==> src/rtl/rx_iq_packer_if.sv <==
// rtl/rx_iq_packer_if.sv - sample input and byte-stream output bundle for rx_iq_packer
interface rx_iq_packer_if;
  logic               in_strobe;
  logic signed [23:0] in_data_I;
  logic signed [23:0] in_data_Q;
  logic        [15:0] mic_data;
  logic        [7:0]  out_data;
  logic               out_valid;
  logic               out_ready;
  logic               out_last;

  modport master (
    output in_strobe,
    output in_data_I,
    output in_data_Q,
    output mic_data,
    output out_ready,
    input  out_data,
    input  out_valid,
    input  out_last
  );

  modport slave (
    input  in_strobe,
    input  in_data_I,
    input  in_data_Q,
    input  mic_data,
    input  out_ready,
    output out_data,
    output out_valid,
    output out_last
  );
endinterface

==> src/rtl/rx_iq_packer.sv <==
// rtl/rx_iq_packer.sv - packs IQ+mic samples into a FIFO of 64-bit words and
// serialises them MSB-first as an 8-bit stream framed in SAMPLES_PER_BLOCK blocks.
module rx_iq_packer #(
  parameter int FIFO_DEPTH        = 16,
  parameter int SAMPLES_PER_BLOCK = 63
) (
  input  logic                        clock,
  input  logic                        reset_n,
  rx_iq_packer_if.slave               s,
  output logic                        overflow,
  input  logic                        clear_overflow,
  output logic [$clog2(FIFO_DEPTH):0] fifo_level
);

  localparam int AW = $clog2(FIFO_DEPTH);
  localparam int CW = (SAMPLES_PER_BLOCK > 1) ? $clog2(SAMPLES_PER_BLOCK) : 1;
  localparam logic [CW-1:0] CNT_LAST   = CW'(SAMPLES_PER_BLOCK - 1);
  localparam logic [AW:0]   LEVEL_FULL = (AW+1)'(FIFO_DEPTH);

  logic [63:0]   mem_q [FIFO_DEPTH];
  logic [AW-1:0] wr_ptr_q, wr_ptr_d;
  logic [AW-1:0] rd_ptr_q, rd_ptr_d;
  logic [AW:0]   level_q, level_d;
  logic [2:0]    byte_idx_q, byte_idx_d;
  logic [CW-1:0] sample_cnt_q, sample_cnt_d;
  logic          overflow_q, overflow_d;

  logic          valid;
  logic          xfer;
  logic          last_byte;
  logic          pop;
  logic          full;
  logic          push;
  logic          drop;
  logic [63:0]   head_word;
  logic [7:0]    head_byte;

  assign valid     = (level_q != '0);
  assign xfer      = valid & s.out_ready;
  assign last_byte = (byte_idx_q == 3'd7);
  assign pop       = xfer & last_byte;
  assign full      = (level_q == LEVEL_FULL);
  // A pop on the same edge frees the slot, so a full FIFO can still take a sample.
  assign push      = s.in_strobe & (~full | pop);
  assign drop      = s.in_strobe & full & ~pop;
  assign head_word = mem_q[rd_ptr_q];

  always_comb begin
    head_byte = 8'h00;
    case (byte_idx_q)
      3'd0: head_byte = head_word[63:56];
      3'd1: head_byte = head_word[55:48];
      3'd2: head_byte = head_word[47:40];
      3'd3: head_byte = head_word[39:32];
      3'd4: head_byte = head_word[31:24];
      3'd5: head_byte = head_word[23:16];
      3'd6: head_byte = head_word[15:8];
      3'd7: head_byte = head_word[7:0];
      default: head_byte = 8'h00;
    endcase
  end

  always_comb begin
    wr_ptr_d     = wr_ptr_q;
    rd_ptr_d     = rd_ptr_q;
    level_d      = level_q;
    byte_idx_d   = byte_idx_q;
    sample_cnt_d = sample_cnt_q;
    overflow_d   = overflow_q;

    if (push) begin
      wr_ptr_d = wr_ptr_q + 1'b1;
    end
    if (pop) begin
      rd_ptr_d = rd_ptr_q + 1'b1;
      sample_cnt_d = (sample_cnt_q == CNT_LAST) ? '0 : sample_cnt_q + 1'b1;
    end
    case ({push, pop})
      2'b10:   level_d = level_q + 1'b1;
      2'b01:   level_d = level_q - 1'b1;
      default: level_d = level_q;
    endcase
    if (xfer) begin
      byte_idx_d = byte_idx_q + 3'd1;
    end
    // A drop on the same edge as a clear must leave the flag set.
    if (drop) begin
      overflow_d = 1'b1;
    end else if (clear_overflow) begin
      overflow_d = 1'b0;
    end
  end

  always_ff @(posedge clock or negedge reset_n) begin
    if (!reset_n) begin
      wr_ptr_q     <= '0;
      rd_ptr_q     <= '0;
      level_q      <= '0;
      byte_idx_q   <= '0;
      sample_cnt_q <= '0;
      overflow_q   <= 1'b0;
    end else begin
      wr_ptr_q     <= wr_ptr_d;
      rd_ptr_q     <= rd_ptr_d;
      level_q      <= level_d;
      byte_idx_q   <= byte_idx_d;
      sample_cnt_q <= sample_cnt_d;
      overflow_q   <= overflow_d;
    end
  end

  // Storage needs no reset: nothing is read unless level_q counts it as written.
  always_ff @(posedge clock) begin
    if (push) begin
      mem_q[wr_ptr_q] <= {s.in_data_I, s.in_data_Q, s.mic_data};
    end
  end

  assign s.out_valid = valid;
  assign s.out_data  = valid ? head_byte : 8'h00;
  assign s.out_last  = valid & last_byte & (sample_cnt_q == CNT_LAST);
  assign overflow    = overflow_q;
  assign fifo_level  = level_q;

endmodule

==> src/flat_wrapper.sv <==
// flat-port wrapper written by rule: the top's interface ports become plain ports
module rx_iq_packer_flat 
#(
  parameter int FIFO_DEPTH        = 16,
  parameter int SAMPLES_PER_BLOCK = 63
)
  (clock, reset_n, overflow, clear_overflow, fifo_level, s_in_strobe, s_in_data_I, s_in_data_Q, s_mic_data, s_out_ready, s_out_data, s_out_valid, s_out_last);
  rx_iq_packer_if s_i ();
  input  logic clock;
  input  logic reset_n;
  output logic overflow;
  input  logic clear_overflow;
  output logic [$clog2(FIFO_DEPTH):0] fifo_level;
  input wire logic [$bits(s_i.in_strobe)-1:0] s_in_strobe;
  input wire logic [$bits(s_i.in_data_I)-1:0] s_in_data_I;
  input wire logic [$bits(s_i.in_data_Q)-1:0] s_in_data_Q;
  input wire logic [$bits(s_i.mic_data)-1:0] s_mic_data;
  input wire logic [$bits(s_i.out_ready)-1:0] s_out_ready;
  output wire logic [$bits(s_i.out_data)-1:0] s_out_data;
  output wire logic [$bits(s_i.out_valid)-1:0] s_out_valid;
  output wire logic [$bits(s_i.out_last)-1:0] s_out_last;
  assign s_i.in_strobe = s_in_strobe;
  assign s_i.in_data_I = s_in_data_I;
  assign s_i.in_data_Q = s_in_data_Q;
  assign s_i.mic_data = s_mic_data;
  assign s_i.out_ready = s_out_ready;
  assign s_out_data = s_i.out_data;
  assign s_out_valid = s_i.out_valid;
  assign s_out_last = s_i.out_last;
  rx_iq_packer #(.FIFO_DEPTH(FIFO_DEPTH), .SAMPLES_PER_BLOCK(SAMPLES_PER_BLOCK)) u_core (.clock(clock), .reset_n(reset_n), .s(s_i), .overflow(overflow), .clear_overflow(clear_overflow), .fifo_level(fifo_level));
endmodule
==> config.mk <==
export PLATFORM = sky130hd
export DESIGN_NAME = rx_iq_packer_flat
export DESIGN_NICKNAME = d
export VERILOG_FILES = /design/src/rtl/rx_iq_packer_if.sv /design/src/rtl/rx_iq_packer.sv /design/src/flat_wrapper.sv
export SDC_FILE = /design/constraint.sdc
export NUM_CORES = 1
export LEC_CHECK = 0
export BUFFER_PORTS_ARGS = -buffer_cell sky130_fd_sc_hd__buf_2
export CAP_MARGIN = 10
export CORE_AREA = 2 2 461 326
export CTS_CLUSTER_SIZE = 28
export DETAILED_ROUTE_END_ITERATION = 10
export DIE_AREA = 0 0 463 328
export PLACE_DENSITY_LB_ADDON = 0.2
export SYNTH_ARGS = -nofsm -noshare
export SYNTH_HDL_FRONTEND = slang
export SYNTH_SLANG_ARGS = --single-unit
==> constraint.sdc <==
create_clock -name clock -period 7.7 [get_ports clock]
set_clock_uncertainty 0.15 [all_clocks]
set_input_delay 2.31 -clock clock [delete_from_list [all_inputs] [get_ports clock]]
set_output_delay 2.31 -clock clock [all_outputs]
set_load 0.005 [all_outputs]
==> key figures <==
Worst hold path
  • Worst min-delay path startpoint: u_core.overflow
  • Hold EP: u_core.overflow
  • HP Class: flip-flop to flip-flop
  • Cell count of the worst hold path: 2

Worst setup path
  • CP peak stage delay: 0.90 ns
  • Worst-path cell chain: buf_4 -> mux4_2 -> o21ai_0 -> nand3_1 -> nor3_1 -> a31oi_1 -> buf_2
  • Crit path DAT: 4.83 ns
  • Worst-case reg-to-reg path depth: 6
  • Reg-to-reg startpoint: u_core.byte_idx_q[2]
  • CP max-delay cell: dfrtp_4
  • R2r endpoint: u_core.mem_q[0][22]
  • CP Max Fanout: 36
  • R2R setup slack: 3.01 ns
  • Startpoint types: flip-flop
  • Worst EP required: 5.24 ns
  • Crit Path Category: flip-flop to output port
  • CP startpoint: u_core.rd_ptr_q[2]
  • Critical path capture point type: output port

Cells and area
  • Layout Nets: 2240
  • Post-Layout Inst Area: 0.0473 mm^2
  • Layout cells sized above 1: 21.4%
  • Area added between synthesis and finish: 15.4%
  • Post-Layout Cell Count: 4225

Global route
  • First-pass GRT wire length: 165 mm
  • Vias in the first global route: 20954
  • Overall track demand over capacity in global routing: 15.5%
  • Grt ovf: 0
  • Pin count of the biggest net entering global routing: 67
  • Initial antenna violation count: 20

Die
  • Die height: 328 um
  • # rows: 118
  • Die footprint: 0.152 mm^2
  • Initial Utilization: 27.8%
  • Die X: 463 um
  • IO Pins: 85
  • Core area: 0.147 mm^2

Routing
  • Vias: 20446
  • DRT iter0 DRCs: 2344
  • Routed WL: 118 mm
  • Detail Route Antenna Nets: 0
  • Number of vias per cell: 4.84
  • First drt pass iteration count: 5
  • Drt drc: 0
  • DR WL/cell: 28.0 um

Yosys
  • Mapped Area: 0.0410 mm^2
  • Cell taking the most area after synthesis: edfxtp_1
  • Seq/Total Area, Yosys: 76.4%
  • Synth cell count leaders: edfxtp_1, mux2i_1, mux4_2
  • Synth top area share: 75.0%
  • Top FF cell, synth: edfxtp_1
  • EDFF count, synth: 1024
  • Yosys cell types: 50
  • Cell count after synthesis: 1993
  • Mapped Nets: 2077
  • Async set or reset register ratio after synthesis: 2.20%
  • Synth top area cells: edfxtp_1, mux4_2, mux2i_1
  • Mean post-synth cell area: 20.6 um^2
  • Count leader, synth: edfxtp_1
  • Yosys reg bits: 1047
  • YS warnings: 0

Clock network
  • CTS Sinks: 1047
  • Clk pin slew, worst setup/hold paths: 0.06 ns
  • Clock Tree Buf Depth: 3
  • Resized Gates After CTS: 0
  • Post-CTS setup buffer count: 0
  • CTS tree: done
  • CTS Hold Bufs: 0
  • Worst-Skew Late Latency: 0.73 ns
  • H-tree depth: 3
  • Root buf cell: clkbuf_16
  • Num CTS Buffers: 105

Timing
  • Final WS setup: 0.406 ns
  • Setup Viol. Count Final: 0
  • FMAX: 137 MHz
  • Period minus WS final: 7.29 ns
  • Setup TNS: 0 ns
  • Hold Slack: 0.376 ns
  • Endpoints failing hold: 0
  • Crit share post-route: 94.7%
  • Rel. slew slack: 23.2%
  • RSZ-0062 raised after global routing: false
  • Slew Viols, Final: 0
  • Actual slew at the worst max-slew pin: 1.14 ns

Power and ir drop
  • Static Leak: 0.0151 uW
  • Worst VDD drop: 0.170 mV
  • Power Dens Cells: 352 mW/mm^2

Status
  • Status: completed

Place
  • Post-DP HPWL: 69.0 mm
  • Placed cell count: 4029
  • IO Port Bufs: 84
  • RD Place Congestion: 0.744
  • Placed cell areas: 0.0439 mm^2
  • Dpl ws: 1.10 ns

Job
  • Maxcap violations: 0
-- worst max-delay path, delay by kind of cell (launching register included) --
family | cells | cell delay [ns]
buffers and inverters | 2 | 0.57
AO/OA/AOI/OAI | 2 | 1.05
multiplexers | 1 | 0.35
flip-flops | 1 | 0.90
AND/OR/NAND/NOR | 2 | 1.18
-- kinds of logic after synthesis --
| family | share of synthesized area (%) |
|---|---|
| AO/OA/AOI/OAI | 2.96 |
| XOR/XNOR | 0.256 |
| adder cells (fa/ha/maj) | 0.458 |
| buffers and inverters | 1.78 |
| flip-flops | 76.4 |
| multiplexers | 15.3 |
| AND/OR/NAND/NOR | 2.83 |
-- area by class of cell --
cell class,instances,area (um^2)
Fill cell,14037,99900
Sequential cell,1047,31300
Multi-Input combinational cell,832,9010
Clock buffer,128,2720
Tap cell,1980,2480
Timing Repair Buffer,154,1050
Clock inverter,64,634
Inverter,16,60.1
Antenna cell,4,10.0
-- worst max path at each step --
stage / endpoint / slack [ns]
floorplan: u_core.mem_q[7][0] / -0.39
global placement: s_out_data[2] / 1.05
detailed placement: s_out_data[2] / 1.10
CTS: s_out_data[2] / 0.27
global route: s_out_data[2] / 0.15
finish: s_out_data[2] / 0.41
-- layout by cell type, fill, tap and decap left out, drive strengths merged, types with 13 or more instances in the layout --
cell,count
a21oi,14
a221oi,19
a22oi,64
a31oi,13
and2,13
buf,154
clkbuf,128
clkinv,45
dfrtp,23
edfxtp,1024
ha,15
inv,22
mux2i,211
mux4,177
nand2,86
nand3,48
nor2,28
o21ai,27
-- flip-flops by register name (all words and copies together) (netlist names) --
| name | cells |
|---|---|
| u_core.overflow | 1 |
| u_core.mem_q | 1024 |
| u_core.fifo_level | 5 |
| u_core.byte_idx_q | 3 |
| u_core.rd_ptr_q | 4 |
| u_core.wr_ptr_q | 4 |
| u_core.sample_cnt_q | 6 |
-- where the power goes --
| part | switching [uW] | internal, uW |
|---|---|---|
| Sequential | 316 | 6850 |
| Clock | 2230 | 2860 |
| Combinational | 2660 | 1740 |
-- through the flow --
step           util, %  total power (uW)
2_1_floorplan        -             10100
3_3_place_gp      29.8             11700
3_5_place_dp      29.8             11800
4_1_cts           32.1             16900
5_1_grt           32.1             17400
6_report          32.1             16700
-- layer usage --
metal | track usage [%] | share of wire (%) | routed length, um
met5 | 0 | 0.019 | 22
met4 | 3.36 | 2.0 | 2370
met3 | 3.45 | 6.1 | 7210
met2 | 24.1 | 46 | 54000
met1 | 22.2 | 46 | 54800
No activity file was read; power rests on OpenSTA's default activity.
